$ cat src/rtl/arb_pkg.sv
// arb_pkg: requester/state encodings and the ROM image region prefix
// shared by the SDRAM arbiter and its request latch.
package arb_pkg;
    typedef enum logic [1:0] {REQ_V1, REQ_V2, REQ_CPU, REQ_MISC} req_e;
    typedef enum logic [1:0] {IDLE, ISSUE, WAIT} state_e;
    localparam logic [4:0] ROM_PREFIX = 5'h10;
endpackage

$ cat src/rtl/req_latch.sv
// req_latch: rising-edge capture of a level rd/we byte request, with a pending
// flag, captured address/data/direction, ready handshake and read-data return.
module req_latch
    import arb_pkg::*;
#(
    parameter int AW = 25
) (
    input  logic          clk_sys,
    input  logic          rst_n,
    input  logic          i_rd,
    input  logic          i_we,
    input  logic [AW-1:0] i_addr,
    input  logic [7:0]    i_din,
    input  logic          i_done,
    input  logic [7:0]    i_rdata,
    output logic          o_pend,
    output logic          o_we,
    output logic [AW-1:0] o_addr,
    output logic [7:0]    o_din,
    output logic [7:0]    o_dout,
    output logic          o_ready
);
    logic          r_act;
    logic          r_pend;
    logic          r_we;
    logic [AW-1:0] r_addr;
    logic [7:0]    r_din;
    logic [7:0]    r_dout;
    logic          r_ready;
    logic          w_rise;

    assign w_rise  = (i_rd | i_we) & ~r_act;
    assign o_pend  = r_pend;
    assign o_we    = r_we;
    assign o_addr  = r_addr;
    assign o_din   = r_din;
    assign o_dout  = r_dout;
    assign o_ready = r_ready;

    // A new capture outranks completion of the previous one in the same cycle.
    always_ff @(posedge clk_sys) begin
        if (!rst_n) begin
            r_act   <= 1'b0;
            r_pend  <= 1'b0;
            r_we    <= 1'b0;
            r_addr  <= '0;
            r_din   <= '0;
            r_dout  <= 8'hFF;
            r_ready <= 1'b1;
        end else begin
            r_act <= i_rd | i_we;
            if (i_done && !r_we)
                r_dout <= i_rdata;
            if (w_rise) begin
                r_pend  <= 1'b1;
                r_we    <= i_we;
                r_addr  <= i_addr;
                r_din   <= i_din;
                r_ready <= 1'b0;
            end else if (i_done) begin
                r_pend  <= 1'b0;
                r_ready <= 1'b1;
            end
        end
    end
endmodule

$ cat src/rtl/sdram_arbiter.sv
// sdram_arbiter: four-way arbiter (video1, video2, CPU, loader) in front of the SDRAM controller.
// Optional ARB_ROM_WP_EN: CPU writes into the ROM image region complete without touching SDRAM.
module sdram_arbiter
    import arb_pkg::*;
#(
    parameter int AW           = 25,
    parameter int VAW          = 19,
    parameter int STARVE_LIMIT = 8
) (
    input  logic           clk_sys,
    input  logic           rst_n,
    input  logic           vid_req1,
    input  logic [VAW-1:0] vid_addr1,
    output logic [15:0]    vid_data1,
    input  logic           vid_req2,
    input  logic [VAW-1:0] vid_addr2,
    output logic [15:0]    vid_data2,
    input  logic           cpu_rd,
    input  logic           cpu_we,
    input  logic [AW-1:0]  cpu_addr,
    input  logic [7:0]     cpu_din,
    output logic [7:0]     cpu_dout,
    output logic           cpu_ready,
    input  logic           misc_rd,
    input  logic           misc_we,
    input  logic [AW-1:0]  misc_addr,
    input  logic [7:0]     misc_din,
    output logic [7:0]     misc_dout,
    output logic           misc_ready,
    output logic           mem_req,
    output logic           mem_we,
    output logic           mem_wide,
    output logic [AW-1:0]  mem_addr,
    output logic [7:0]     mem_wdata,
    input  logic           mem_ack,
    input  logic [15:0]    mem_rdata
);
    localparam int SW = $clog2(STARVE_LIMIT + 1);

    state_e         r_state;
    req_e           r_win;
    logic           r_ign;
    logic           r_mem_req;
    logic           r_mem_we;
    logic           r_mem_wide;
    logic [AW-1:0]  r_mem_addr;
    logic [7:0]     r_mem_wdata;
    logic [SW-1:0]  r_starve;
    logic           r_pv1;
    logic           r_pv2;
    logic [VAW-1:0] r_va1;
    logic [VAW-1:0] r_va2;
    logic [15:0]    r_vd1;
    logic [15:0]    r_vd2;

    logic           w_ack;
    logic           w_cpu_pend;
    logic           w_cpu_we;
    logic [AW-1:0]  w_cpu_addr;
    logic [7:0]     w_cpu_din;
    logic           w_cpu_done;
    logic           w_misc_pend;
    logic           w_misc_we;
    logic [AW-1:0]  w_misc_addr;
    logic [7:0]     w_misc_din;
    logic           w_wp;
    logic           w_cpu_elig;
    logic           w_any;
    logic           w_starved;
    req_e           w_pick;
    logic           w_we;
    logic [AW-1:0]  w_addr;
    logic [7:0]     w_wdata;

    assign w_ack      = (r_state == WAIT) && mem_ack && !r_ign;
    assign w_cpu_elig = w_cpu_pend && !w_wp;
    assign w_any      = r_pv1 || r_pv2 || w_cpu_elig || w_misc_pend;
    assign w_starved  = r_starve >= SW'(STARVE_LIMIT);

    assign mem_req   = r_mem_req;
    assign mem_we    = r_mem_we;
    assign mem_wide  = r_mem_wide;
    assign mem_addr  = r_mem_addr;
    assign mem_wdata = r_mem_wdata;
    assign vid_data1 = r_vd1;
    assign vid_data2 = r_vd2;

    req_latch #(.AW(AW)) u_cpu (
        .clk_sys (clk_sys),
        .rst_n   (rst_n),
        .i_rd    (cpu_rd),
        .i_we    (cpu_we),
        .i_addr  (cpu_addr),
        .i_din   (cpu_din),
        .i_done  (w_cpu_done),
        .i_rdata (mem_rdata[7:0]),
        .o_pend  (w_cpu_pend),
        .o_we    (w_cpu_we),
        .o_addr  (w_cpu_addr),
        .o_din   (w_cpu_din),
        .o_dout  (cpu_dout),
        .o_ready (cpu_ready)
    );

    req_latch #(.AW(AW)) u_misc (
        .clk_sys (clk_sys),
        .rst_n   (rst_n),
        .i_rd    (misc_rd),
        .i_we    (misc_we),
        .i_addr  (misc_addr),
        .i_din   (misc_din),
        .i_done  (w_ack && r_win == REQ_MISC),
        .i_rdata (mem_rdata[7:0]),
        .o_pend  (w_misc_pend),
        .o_we    (w_misc_we),
        .o_addr  (w_misc_addr),
        .o_din   (w_misc_din),
        .o_dout  (misc_dout),
        .o_ready (misc_ready)
    );

`ifdef ARB_ROM_WP_EN
    logic r_wp_hit;

    // Protected writes sit pending one extra cycle, then retire as if acked.
    assign w_wp       = w_cpu_pend && w_cpu_we && (w_cpu_addr[AW-1 -: 5] == ROM_PREFIX);
    assign w_cpu_done = (w_ack && r_win == REQ_CPU) || r_wp_hit;

    always_ff @(posedge clk_sys) begin
        if (!rst_n)
            r_wp_hit <= 1'b0;
        else
            r_wp_hit <= w_wp && !r_wp_hit;
    end
`else
    assign w_wp       = 1'b0;
    assign w_cpu_done = w_ack && r_win == REQ_CPU;
`endif

    always_comb begin
        w_pick  = r_pv1 ? REQ_V1 :
                  r_pv2 ? REQ_V2 :
                  (w_misc_pend && (!w_cpu_elig || w_starved)) ? REQ_MISC : REQ_CPU;
        w_we    = (r_win == REQ_CPU) ? w_cpu_we : (r_win == REQ_MISC) ? w_misc_we : 1'b0;
        w_wdata = (r_win == REQ_MISC) ? w_misc_din : w_cpu_din;
        w_addr  = (r_win == REQ_V1)  ? {{(AW-VAW-1){1'b0}}, r_va1, 1'b0} :
                  (r_win == REQ_V2)  ? {{(AW-VAW-1){1'b0}}, r_va2, 1'b0} :
                  (r_win == REQ_CPU) ? w_cpu_addr : w_misc_addr;
    end

    // Reset while a request is outstanding arms the ignore flag for the one stale ack.
    always_ff @(posedge clk_sys) begin
        if (!rst_n) begin
            r_state     <= IDLE;
            r_win       <= REQ_V1;
            r_ign       <= r_ign | r_mem_req;
            r_mem_req   <= 1'b0;
            r_mem_we    <= 1'b0;
            r_mem_wide  <= 1'b0;
            r_mem_addr  <= '0;
            r_mem_wdata <= '0;
            r_starve    <= '0;
            r_pv1       <= 1'b0;
            r_pv2       <= 1'b0;
            r_va1       <= '0;
            r_va2       <= '0;
            r_vd1       <= '0;
            r_vd2       <= '0;
        end else begin
            r_pv1 <= vid_req1 || (r_pv1 && !(w_ack && r_win == REQ_V1));
            r_pv2 <= vid_req2 || (r_pv2 && !(w_ack && r_win == REQ_V2));
            r_va1 <= vid_req1 ? vid_addr1 : r_va1;
            r_va2 <= vid_req2 ? vid_addr2 : r_va2;
            if (w_ack && r_win == REQ_V1)
                r_vd1 <= mem_rdata;
            if (w_ack && r_win == REQ_V2)
                r_vd2 <= mem_rdata;
            if (mem_ack)
                r_ign <= 1'b0;
            if (r_state == IDLE) begin
                if (w_any) begin
                    r_state  <= ISSUE;
                    r_win    <= w_pick;
                    r_ign    <= 1'b0;
                    r_starve <= (w_pick == REQ_MISC) ? '0 :
                                (w_misc_pend && !w_starved) ? r_starve + 1'b1 : r_starve;
                end
            end else if (r_state == ISSUE) begin
                r_state     <= WAIT;
                r_mem_req   <= 1'b1;
                r_mem_we    <= w_we;
                r_mem_wide  <= (r_win == REQ_V1) || (r_win == REQ_V2);
                r_mem_addr  <= w_addr;
                r_mem_wdata <= w_wdata;
            end else if (w_ack) begin
                r_state   <= IDLE;
                r_mem_req <= 1'b0;
            end
        end
    end
endmodule
$ cat config.mk
export PLATFORM = sky130hd
export DESIGN_NAME = sdram_arbiter
export DESIGN_NICKNAME = d
export VERILOG_FILES = /design/src/rtl/arb_pkg.sv /design/src/rtl/req_latch.sv /design/src/rtl/sdram_arbiter.sv
export SDC_FILE = /design/constraint.sdc
export NUM_CORES = 1
export LEC_CHECK = 0
export ABC_AREA = 0
export BUFFER_PORTS_ARGS = -buffer_cell sky130_fd_sc_hd__buf_4
export CORE_MARGIN = 5
export CORE_UTILIZATION = 52
export CTS_CLUSTER_DIAMETER = 60
export DETAILED_ROUTE_END_ITERATION = 16
export PLACE_DENSITY = 0.86
export SLEW_MARGIN = 20
export SYNTH_ARGS = -nofsm -noshare
export SYNTH_HDL_FRONTEND = slang
export SYNTH_HIERARCHICAL = 1
export SYNTH_SLANG_ARGS = --single-unit
$ cat constraint.sdc
create_clock -name clk_sys -period 2.2 [get_ports clk_sys]
set_clock_uncertainty 0.2 [all_clocks]
set_input_delay 0.11 -clock clk_sys [delete_from_list [all_inputs] [get_ports clk_sys]]
set_output_delay 0.11 -clock clk_sys [all_outputs]
set_load 0.005 [all_outputs]
==> out/qor.csv, run 1 <==
stage,metric,value,unit
synth,"Cell Area, Synth",0.008108,mm²
clock_network,CTS Root Cell,clkbuf_16,
power_and_ir_drop,VDD IR max,0.0005605,V
drt,DRC errors left,0,
power_and_ir_drop,Design Power,9.606,mW
run,Max Cap Viol,0,
worst_setup_path,family with the most delay on the worst path,buffers and inverters,
floorplanning,Die Y,134.9,µm
drt,DR pass1 iterations,6,
outcome,status,completed,
synth,Yosys top cell by area,dfxtp_1,
cells_and_area,Finished Core Util,80.99,%
drt,final WL,31.68,mm
power_and_ir_drop,Leakage Power,5.177,nW
sta,Worst Tran Pin Value,1028,ps
synth,post-synthesis sequential element count,207,
cells_and_area,Seq. cell area,0.004146,mm²
cells_and_area,layout cells sized above 1,24.01,%
floorplanning,total core area,0.01526,mm²
sta,Final Max Slew Viols,0,
worst_setup_path,Worst EP arrival,2380,ps
synth,top post-synthesis cells by count,"nand2_1 (217), dfxtp_1 (207), nand3_1 (94), o21ai_0 (69), a21oi_1 (62)",
floorplanning,Initial Utilization,53.14,%
global_routing,first-pass GRT wire length,47.86,mm
clock_network,H-tree levels,1,
synth,post-synthesis compound-gate area fraction,11.48,%
synth,fraction of registers with async set/reset,0,%
floorplanning,site row count,45,
synth,post-synthesis mux area share,10.94,%
place,routability cong.,0.8231,
cells_and_area,synth-to-layout area growth,52.42,%
synth,YS warnings,6,
synth,Adder-Cell Fraction of Synth Area,0.3086,%
worst_setup_path,CP required,2440,ps
worst_setup_path,CP max stage delay,580,ps
place,Port Buffers,214,
synth,synth top area cells,"dfxtp_1 (51%), nand2_1 (10%), nand3_1 (5.8%)",
worst_setup_path,CP Capture Type,flop,
worst_setup_path,CP Launch Type,primary input,
synth,"Avg Cell Area, Syn",8.871,µm²
synth,sequential share of the synthesized area,51.11,%
synth,Yosys top cell area share,51.11,%
sta,WHS,230.2,ps
cells_and_area,Fillers,829,
clock_network,Worst-Skew Late Latency,490,ps
floorplanning,Die Width,134.9,µm
worst_setup_path,WS Path Type,primary input to flop,
min_path,Hold Crit Class,primary input to flop,
global_routing,largest net degree at the start of global routing,162,
synth,simple-gate share of the synthesized area,21.19,%
synth,Syn Nets,1045,
sta,Setup TNS,0,ps
power_and_ir_drop,pwr dens,777.3,mW/mm²
drt,DR vias,8827,
worst_setup_path,crit path buf inv count,4,
worst_setup_path,Critical Path Fanout Max,161,
sta,Final period util,97.22,%
sta,setup violators final,0,
clock_network,"Setup Fix Bufs, Post-CTS",0,
synth,"count leader, synth",nand2_1,
cells_and_area,Nets,1404,
synth,Post-synth top flop,dfxtp_1,
place,hpwl dp,15.09,mm
clock_network,TritonCTS Buffers,22,
worst_setup_path,Most common cell on crit path,dlygate4sd3_1,
synth,largest family of logic cells by synthesized area,simple AND/OR/NAND/NOR gates,
clock_network,"Reg clk slew, reported paths",70,ps
clock_network,CTS tree,yes,
synth,Synth cell types,43,
global_routing,initial antenna violation count,3,
drt,DR WL/cell,21.11,µm
global_routing,Overflow after GRT,0,
worst_setup_path,Critical-path top delay cell,dlygate4sd3_1,
sta,RSZ-0062 raised after global routing,false,
synth,Post-Synth XOR/XNOR Area,0,%
floorplanning,IO Pins,215,
clock_network,clk sink count,207,
drt,DR vias/cell,5.881,
floorplanning,die area,0.01819,mm²
drt,Iteration-0 DRC Markers,941,
sta,Fmax achieved,0.4675,GHz
sta,Slew Limit Headroom,31.28,%
global_routing,vias in the first global route,9016,
sta,final hold vios,0,
clock_network,Clock Tree Buf Depth,3,
synth,Post-synth EDFFs,0,
global_routing,All-Layer GR Usage,33.42,%
synth,Post-Syn Instances,914,
drt,Antenna Nets Post-Route,0,
cells_and_area,area of the multi-input gates,0.003582,mm²
worst_setup_path,crit-path cells,"dlygate4sd3_1, buf_4, buf_12, nand2_1, o21ai_0, dlygate4sd3_1",
sta,Final Critical Period,2139,ps
==> through the flow <==
step / worst slack [ps] / cells / area, µm²
5_1_grt: 6.172 / 1501 / 12360
2_1_floorplan: 208.1 / 914 / 8108
3_3_place_gp: 316.4 / 1284 / 9799
6_report: 61.13 / 1501 / 12360
3_5_place_dp: 243.7 / 1284 / 9799
4_1_cts: 216.4 / 1497 / 12340
==> worst reg2reg max path, stage by stage, from the launching register on <==
cell,delay [ps]
dfxtp_1,500
nand4bb_2,200
nor2_1,250
nor2b_1,550
nand2_1,140
nand3_1,110
==> layout by cell type (no fill, tap or decap), types with 19 or more instances in the layout <==
| cell type | n |
|---|---|
| nand2_1 | 217 |
| o21ai_0 | 69 |
| mux2i_1 | 38 |
| nand3_1 | 94 |
| nor2_1 | 61 |
| buf_4 | 226 |
| clkbuf_16 | 23 |
| dlygate4sd3_1 | 175 |
| mux4_2 | 19 |
| dfxtp_1 | 205 |
| a21oi_1 | 62 |
==> registers in the layout, indices dropped and copies added, names as in the netlist, 2 cells and up <==
| signal | cells |
|---|---|
| r_va2 | 19 |
| r_state | 2 |
| u_cpu/o_dout | 8 |
| r_va1 | 19 |
| r_starve | 4 |
| r_win | 2 |
| u_misc/o_dout | 8 |
| u_cpu/o_din | 8 |
| vid_data1 | 16 |
| mem_addr | 25 |
| u_cpu/o_addr | 25 |
| u_misc/o_din | 8 |
| u_misc/o_addr | 25 |
| vid_data2 | 16 |
| mem_wdata | 8 |
==> path summary, 6_finish.rpt <==
kind                       from               end  slack (ps)  depth (start not counted)
setup reg to reg     r_state[1]  u_misc/o_dout[3]         190                          5
hold reg to reg    vid_data2[6]      vid_data2[6]         250                          2
hold / removal    mem_rdata[15]     vid_data1[15]         230                          4
setup / recovery          rst_n  u_cpu/o_addr[22]          60                          6
==> routing by layer <==
layer  routed length [µm]  vias up  global-route usage, %
li1                     -     3828                      -
met1                10530     4075                  35.64
met2                15710      715                  59.48
met3                 3194      209                  7.191
met4                 2250        0                  21.72
met5                    0        -                      0
==> report_power, final <==
group          switching, mW  internal [mW]  leakage, nW
combinational          0.707          0.758         3.09
sequential             0.169           3.96         1.70
clock                   1.53           2.48        0.393
total                   2.40           7.20         5.18
==> area by class of cell <==
cell class	count	share of cell area (%)
Timing Repair Buffer	406	28.71
Multi-Input combinational cell	630	28.99
Clock buffer	31	5.467
Clock inverter	7	0.8910
Antenna cell	3	0.06075
Inverter	6	0.1924
Sequential cell	207	33.55
Tap cell	211	2.136
==> kinds of logic (layout without fill, tap and decap cells) <==
group / after synthesis / count (layout)
simple gates: 400 / 400
flops: 207 / 207
compound gates: 163 / 164
buf+inv: 78 / 450
mux: 64 / 64
fa+ha+maj: 2 / 2
other cells: 0 / 3
==> what timing repair did <==
action	in CTS	in global routing
gates resized for setup	0	1
hold buffers	175	0
setup endpoints to repair	0	9
hold endpoints to repair	163	0
(Power assumes the default switching activity.)
==> run 2: changes to the inputs <==
CORE_ASPECT_RATIO = 0.7   (was unset)
==> out/qor.csv, run 2 (same netlist as run 1, synthesis figures left out) <==
stage,metric,value,unit,change
clock_network,"Reg clk slew, reported paths",70,ps,about the same
clock_network,CTS tree,yes,,
floorplanning,IO Pins,215,,unchanged
cells_and_area,"commonest non-fill, non-tap cell in the layout",buf_4,,
cells_and_area,synth-to-layout area growth,55.45,%,
clock_network,H-tree levels,1,,unchanged
worst_setup_path,Critical-path top delay cell,dlygate4sd3_1,,
worst_setup_path,CP required,2420,ps,-20 ps
sta,Setup TNS,0,ps,unchanged
power_and_ir_drop,Leakage Power,5.265,nW,+1.7%
global_routing,vias in the first global route,9217,,+2.2%
sta,Slew Limit Headroom,50.36,%,+19 points
clock_network,Clock Tree Buf Depth,3,,unchanged
cells_and_area,Nets,1431,,+1.9%
global_routing,largest net degree at the start of global routing,74,,-54%
global_routing,GR Util met1,39.29,%,+3.7 points
global_routing,Overflow after GRT,0,,unchanged
drt,Antenna Nets Post-Route,0,,unchanged
place,Port Buffers,214,,unchanged
global_routing,first-pass GRT wire length,49.86,mm,+4.2%
worst_setup_path,Worst EP arrival,2380,ps,about the same
global_routing,grt met2 use,60.03,%,+0.55 points
drt,DR WL/cell,21.09,µm,about the same
floorplanning,Die Y,114.5,µm,-15%
worst_setup_path,WS Path Type,primary input to flop,,
worst_setup_path,CP Launch Type,primary input,,
global_routing,All-Layer GR Usage,33.75,%,+0.34 points
drt,DR vias/cell,5.800,,-1.4%
outcome,status,completed,,
power_and_ir_drop,VDD IR max,0.0004782,V,-15%
drt,DR vias,8787,,-0.45%
worst_setup_path,CP max stage delay,620,ps,+40 ps
place,routability cong.,0.8236,,about the same
worst_setup_path,family with the most delay on the worst path,buffers and inverters,,
worst_setup_path,Most common cell on crit path,dlygate4sd3_1,,
worst_setup_path,crit-path cells,"dlygate4sd3_1, buf_6, nand2_1, dlygate4sd3_1, o21ai_0, dlygate4sd3_1",,
sta,WHS,232.2,ps,+2.001 ps
clock_network,TritonCTS Buffers,20,,-9.1%
sta,setup violators final,0,,unchanged
floorplanning,Initial Utilization,52.63,%,-0.50 points
run,Max Cap Viol,0,,unchanged
drt,final WL,31.96,mm,+0.88%
sta,Worst Tran Pin Value,736.6,ps,-291.4 ps
sta,Final period util,98.09,%,+0.87 points
sta,RSZ-0062 raised after global routing,false,,
cells_and_area,"commonest cells after routing, fill and taps aside","buf_4 (228), nand2_1 (217), dfxtp_1 (205)",,
worst_setup_path,Critical Path Fanout Max,31,,-81%
min_path,Hold Crit Class,primary input to flop,,
place,hpwl dp,15.72,mm,+4.2%
floorplanning,die area,0.01823,mm²,+0.22%
sta,Fmax achieved,0.4634,GHz,-0.88%
sta,Final Max Slew Viols,0,,unchanged
global_routing,met3 Usage GRT,7.305,%,+0.11 points
drt,Iteration-0 DRC Markers,952,,+1.2%
worst_setup_path,crit path buf inv count,4,,unchanged
drt,DRC errors left,0,,unchanged
clock_network,CTS Root Cell,clkbuf_16,,
power_and_ir_drop,pwr dens,757.5,mW/mm²,-2.6%
floorplanning,Die Width,159.2,µm,+18%
worst_setup_path,CP Capture Type,flop,,
drt,DR pass1 iterations,5,,-1
sta,Final Critical Period,2158,ps,+19.04 ps
floorplanning,total core area,0.01540,mm²,+0.96%
global_routing,initial antenna violation count,1,,-2
clock_network,Worst-Skew Late Latency,490,ps,about the same
clock_network,clk sink count,207,,unchanged
global_routing,busiest layer in global routing,met2,,
sta,final hold vios,0,,unchanged
cells_and_area,layout cells sized above 1,23.74,%,-0.27 points
floorplanning,site row count,38,,-16%
run 2: cell count changes in the layout (fill, tap and decap cells not counted):
cell | before | now
clkinvlp_4 | 0 | 3
dlygate4sd3_1 | 175 | 200
buf_12 | 5 | 6
clkbuf_16 | 23 | 21
buf_6 | 0 | 1
clkbuf_8 | 7 | 5
bufinv_16 | 3 | 4
clkinv_2 | 5 | 3
nor2b_1 | 2 | 1
diode_2 | 3 | 1
nor2b_2 | 1 | 2
buf_4 | 226 | 228
run 2: final timing paths:
check / from / cells after the start / end / slack, ps
setup / recovery: rst_n / 6 / u_misc/o_addr[3] / 40
hold / removal: mem_rdata[3] / 4 / u_cpu/o_dout[3] / 230
setup reg to reg: u_misc/r_act / 5 / u_misc/o_addr[3] / 140
hold reg to reg: mem_addr[2] / 2 / mem_addr[2] / 260
run 2: final cells by class:
cell class	count	area [µm²]
Inverter	6	23.77
Tap cell	200	250.2
Clock inverter	9	152.6
Timing Repair Buffer	435	3845
Fill cell	810	2801
Multi-Input combinational cell	630	3585
Antenna cell	1	2.502
Clock buffer	27	598.1
Sequential cell	207	4146
run 2: per-stage QoR:
| step | std cells | area (µm²) | total power [mW] | utilization (%) | worst slack (ps) |
|---|---|---|---|---|---|
| 6_report | 1515 | 12600 | 9.547 | 81.81 | 42.09 |
| 5_1_grt | 1515 | 12600 | 9.841 | 81.81 | 6.207 |
| 4_1_cts | 1513 | 12580 | 9.389 | 81.67 | 177.5 |
| 3_5_place_dp | 1277 | 9828 | 5.273 | 63.80 | 240.2 |
| 3_3_place_gp | 1277 | 9828 | 5.243 | 63.80 | 305.0 |
| 2_1_floorplan | 914 | 8108 | 4.775 | - | 208.1 |
run 2: tightest hold or removal path: cells and delay by family:
kind,cells,cell delay (ps)
buffers and inverters,2,660
and+or+nand+nor,2,120
run 2: power by group:
group / total (mW) / switching, mW / internal (mW)
logic: 1.50 / 0.707 / 0.797
clock network: 3.90 / 1.52 / 2.38
registers: 4.14 / 0.179 / 3.96
run 2: what timing repair did:
| item | 4_1_cts | 5_1_grt |
|---|---|---|
| setup endpoints to repair | 0 | 12 |
| endpoints found under the hold margin | 161 | 0 |
| gates resized for setup | 0 | 3 |
| buffers inserted | 0 | 0 |
| hold buffers | 200 | 0 |
run 2: per-layer routing:
| metal | wire [µm] | share of wire [%] |
|---|---|---|
| met5 | 0 | 0 |
| met4 | 1641 | 5.1 |
| met3 | 2727 | 8.5 |
| met2 | 15830 | 50 |
| met1 | 11760 | 37 |
==> run 3: changes to the inputs <==
ABC_AREA = 1   (was 0)
CORE_UTILIZATION = 53   (was 52)
==> out/qor.csv, run 3 <==
stage,metric,value,unit,change
power_and_ir_drop,pwr dens,810.9,mW/mm²,+7.0%
clock_network,TritonCTS Buffers,20,,unchanged
place,Port Buffers,214,,unchanged
power_and_ir_drop,internal power,7.480,mW,+4.7%
power_and_ir_drop,Flop pwr share,41.6,%,-1.8 points
global_routing,All-Layer GR Usage,31.11,%,-2.6 points
worst_setup_path,Critical Path Fanout Max,80,,+160%
power_and_ir_drop,combinational share of power,19.8,%,+4.1 points
synth,top post-synthesis cells by count,"nor2_1 (254), dfxtp_1 (207), nand2_1 (183), nand3_1 (172), inv_1 (97)",,
worst_setup_path,Worst EP arrival,2320,ps,-60 ps
drt,met3 routed WL,2.686,mm,-1.5%
synth,"count leader, synth",nor2_1,,
synth,sequential share of the synthesized area,47.89,%,-3.2 points
floorplanning,die area,0.01902,mm²,+4.4%
place,routability cong.,0.8621,,+4.7%
clock_network,"Reg clk slew, reported paths",70,ps,about the same
outcome,status,completed,,
drt,max layer used,met4,,
drt,DRC errors left,0,,unchanged
cells_and_area,"commonest non-fill, non-tap cell in the layout",nor2_1,,
worst_setup_path,Most common cell on crit path,dlygate4sd3_1,,
place,placed cell areas,0.01026,mm²,+4.4%
worst_setup_path,RR Startpoint,u_misc/r_act,,
worst_setup_path,CP Launch Type,primary input,,
floorplanning,Initial Utilization,53.58,%,+0.94 points
synth,fraction of registers with async set/reset,0,%,unchanged
sta,Slew Limit Headroom,47.15,%,-3.2 points
synth,Yosys top cell by area,dfxtp_1,,
min_path,Hold EP,vid_data1[10],,
synth,post-synthesis sequential element count,207,,unchanged
global_routing,initial antenna violation count,1,,unchanged
power_and_ir_drop,Leakage Power,6.138,nW,+17%
cells_and_area,layout cells sized above 1,18.96,%,-4.8 points
worst_setup_path,WS Path Type,primary input to flop,,
drt,final WL,30.43,mm,-4.8%
clock_network,Clock Tree Buf Depth,3,,unchanged
synth,YS warnings,6,,unchanged
drt,Antenna Nets Post-Route,0,,unchanged
synth,Post-synth top flop,dfxtp_1,,
clock_network,"Setup Fix Bufs, Post-CTS",0,,unchanged
synth,synth top area cells,"dfxtp_1 (48%), nor2_1 (11%), nand3_1 (9.9%)",,
sta,Final WS setup,111.9,ps,+69.80 ps
min_path,Hold Crit Class,primary input to flop,,
sta,WHS,220.8,ps,-11.45 ps
worst_setup_path,worst r2r dst,u_misc/o_din[3],,
power_and_ir_drop,switch share,27.42,%,+2.2 points
place,hpwl dp,16.99,mm,+8.1%
synth,Yosys top cell area share,47.89,%,-3.2 points
cells_and_area,"commonest cells after routing, fill and taps aside","nor2_1 (254), buf_4 (224), dfxtp_1 (207)",,
worst_setup_path,crit-path cells,"dlygate4sd3_1, buf_6, buf_12, o21ai_0, nor2_1, dlygate4sd3_1",,
global_routing,vias in the first global route,9586,,+4.0%
synth,Syn Nets,1348,,+29%
synth,Synth cell types,26,,-40%
drt,DR vias/cell,5.402,,-6.9%
worst_setup_path,family with the most delay on the worst path,buffers and inverters,,
floorplanning,Die Y,116.9,µm,+2.1%
sta,final hold vios,0,,unchanged
worst_setup_path,Critical-path top delay cell,dlygate4sd3_1,,
sta,RSZ-0062 raised after global routing,false,,
clock_network,H-tree levels,1,,unchanged
global_routing,largest net degree at the start of global routing,81,,+9.5%
min_path,hold path start,mem_rdata[10],,
sta,setup violators final,0,,unchanged
worst_setup_path,CP max stage delay,590,ps,-30 ps
sta,Final period util,94.91,%,-3.2 points
min_path,hold-critical path depth,4,,unchanged
cells_and_area,Nets,1690,,+18%
sta,Final Critical Period,2088,ps,-69.80 ps
cells_and_area,fin area,0.01271,mm²,+0.84%
floorplanning,total core area,0.01615,mm²,+4.8%
worst_setup_path,CP required,2430,ps,about the same
floorplanning,site row count,39,,+2.6%
worst_setup_path,Register-to-Register Path Depth,5,,unchanged
clock_network,clk sink count,207,,unchanged
place,"worst slack, placed",283.9,ps,+43.69 ps
worst_setup_path,CP Capture Type,flop,,
power_and_ir_drop,VDD IR max,0.0004141,V,-13%
clock_network,CTS tree,yes,,
sta,Worst Tran Pin Value,791.8,ps,+55.24 ps
drt,wl on met1,11.67,mm,-0.77%
power_and_ir_drop,Clock power frac,38.6,%,-2.3 points
drt,met2 wire length,14.85,mm,-6.2%
synth,"Avg Cell Area, Syn",7.110,µm²,-20%
clock_network,Worst-Skew Late Latency,500,ps,about the same
power_and_ir_drop,switching power,2.825,mW,+17%
worst_setup_path,crit path buf inv count,4,,unchanged
drt,Iteration-0 DRC Markers,1052,,+11%
drt,DR pass1 iterations,6,,+1
floorplanning,IO Pins,215,,unchanged
clock_network,CTS Root Cell,clkbuf_16,,
floorplanning,Die Width,162.7,µm,+2.2%
synth,Post-Syn Instances,1217,,+33%
sta,Final Max Slew Viols,0,,unchanged
cells_and_area,synth-to-layout area growth,46.88,%,
drt,DR vias,9713,,+11%
synth,Post-synth EDFFs,0,,unchanged
sta,Setup TNS,0,ps,unchanged
sta,Fmax achieved,0.4789,GHz,+3.3%
worst_setup_path,internal reg-to-reg setup slack,120,ps,-20 ps
synth,"Cell Area, Synth",0.008653,mm²,+6.7%
global_routing,first-pass GRT wire length,48.18,mm,-3.4%
drt,DR WL/cell,16.92,µm,-20%
run,Max Cap Viol,0,,unchanged
global_routing,Overflow after GRT,0,,unchanged
## run 3: power groups by stage
stage	logic (mW)	registers (mW)	clock network, mW
floorplan	1.03	4.31	0
global placement	1.66	4.34	0
detailed placement	1.69	4.35	0
CTS	1.95	4.27	3.99
global route	2.24	4.31	4.16
finish	2.04	4.28	3.98
## run 3: worst max-delay path by stage
stage	start	endpoint	slack [ps]	cells after the start
2_1_floorplan	r_win[1]	u_cpu/o_dout[0]	400	9
3_3_place_gp	r_win[1]	u_misc/o_dout[1]	340	7
3_5_place_dp	r_win[0]	u_misc/o_dout[4]	280	7
4_1_cts	rst_n	r_va2[13]	160	6
5_1_grt	rst_n	r_va1[18]	9	6
6_report	rst_n	r_va1[18]	110	6
## run 3: layout make-up
class                           instances  area, µm²
Inverter                              106      397.9
Sequential cell                       207       4144
Fill cell                            1048       3442
Tap cell                              225      281.5
Multi-Input combinational cell        829       3707
Timing Repair Buffer                  395       3415
Antenna cell                            1      2.502
Clock buffer                           25      550.5
Clock inverter                         10      211.5
## run 3: kinds of logic (layout without fill, tap and decap cells)
group                      Yosys count  in the layout  synth area share, %
adders and majority gates            2              2               0.2891
buffers and inverters              181            536                9.326
other                                0              1                    0
DFF                                207            207                47.89
AOI/OAI and AO/OA                  175            175                10.34
and+or+nand+nor                    652            652                32.16
## run 3: what timing repair did
action / CTS / global route
hold buffers: 168 / 0
gates resized for setup: 0 / 1
endpoints found under the hold margin: 175 / 0
setup endpoints to repair: 0 / 11
## run 3: worst min-delay path, delay by kind of cell
family                 cells  cell delay (ps)
buffers and inverters      2              640
and+or+nand+nor            2              130
## run 3: per-stage QoR
step           util (%)  std cells  total power [mW]
6_report          78.69       1798             10.31
4_1_cts           78.65       1797             10.21
5_1_grt           78.69       1798             10.71
3_3_place_gp      63.52       1594             5.999
3_5_place_dp      63.52       1594             6.040
2_1_floorplan         -       1217             5.340
## run 3: per-layer routing
layer,vias to the layer above,global-route usage [%]
met1,4479,37.80
li1,4556,-
met3,105,5.740
met4,0,12.91
met2,573,55.11
met5,-,0
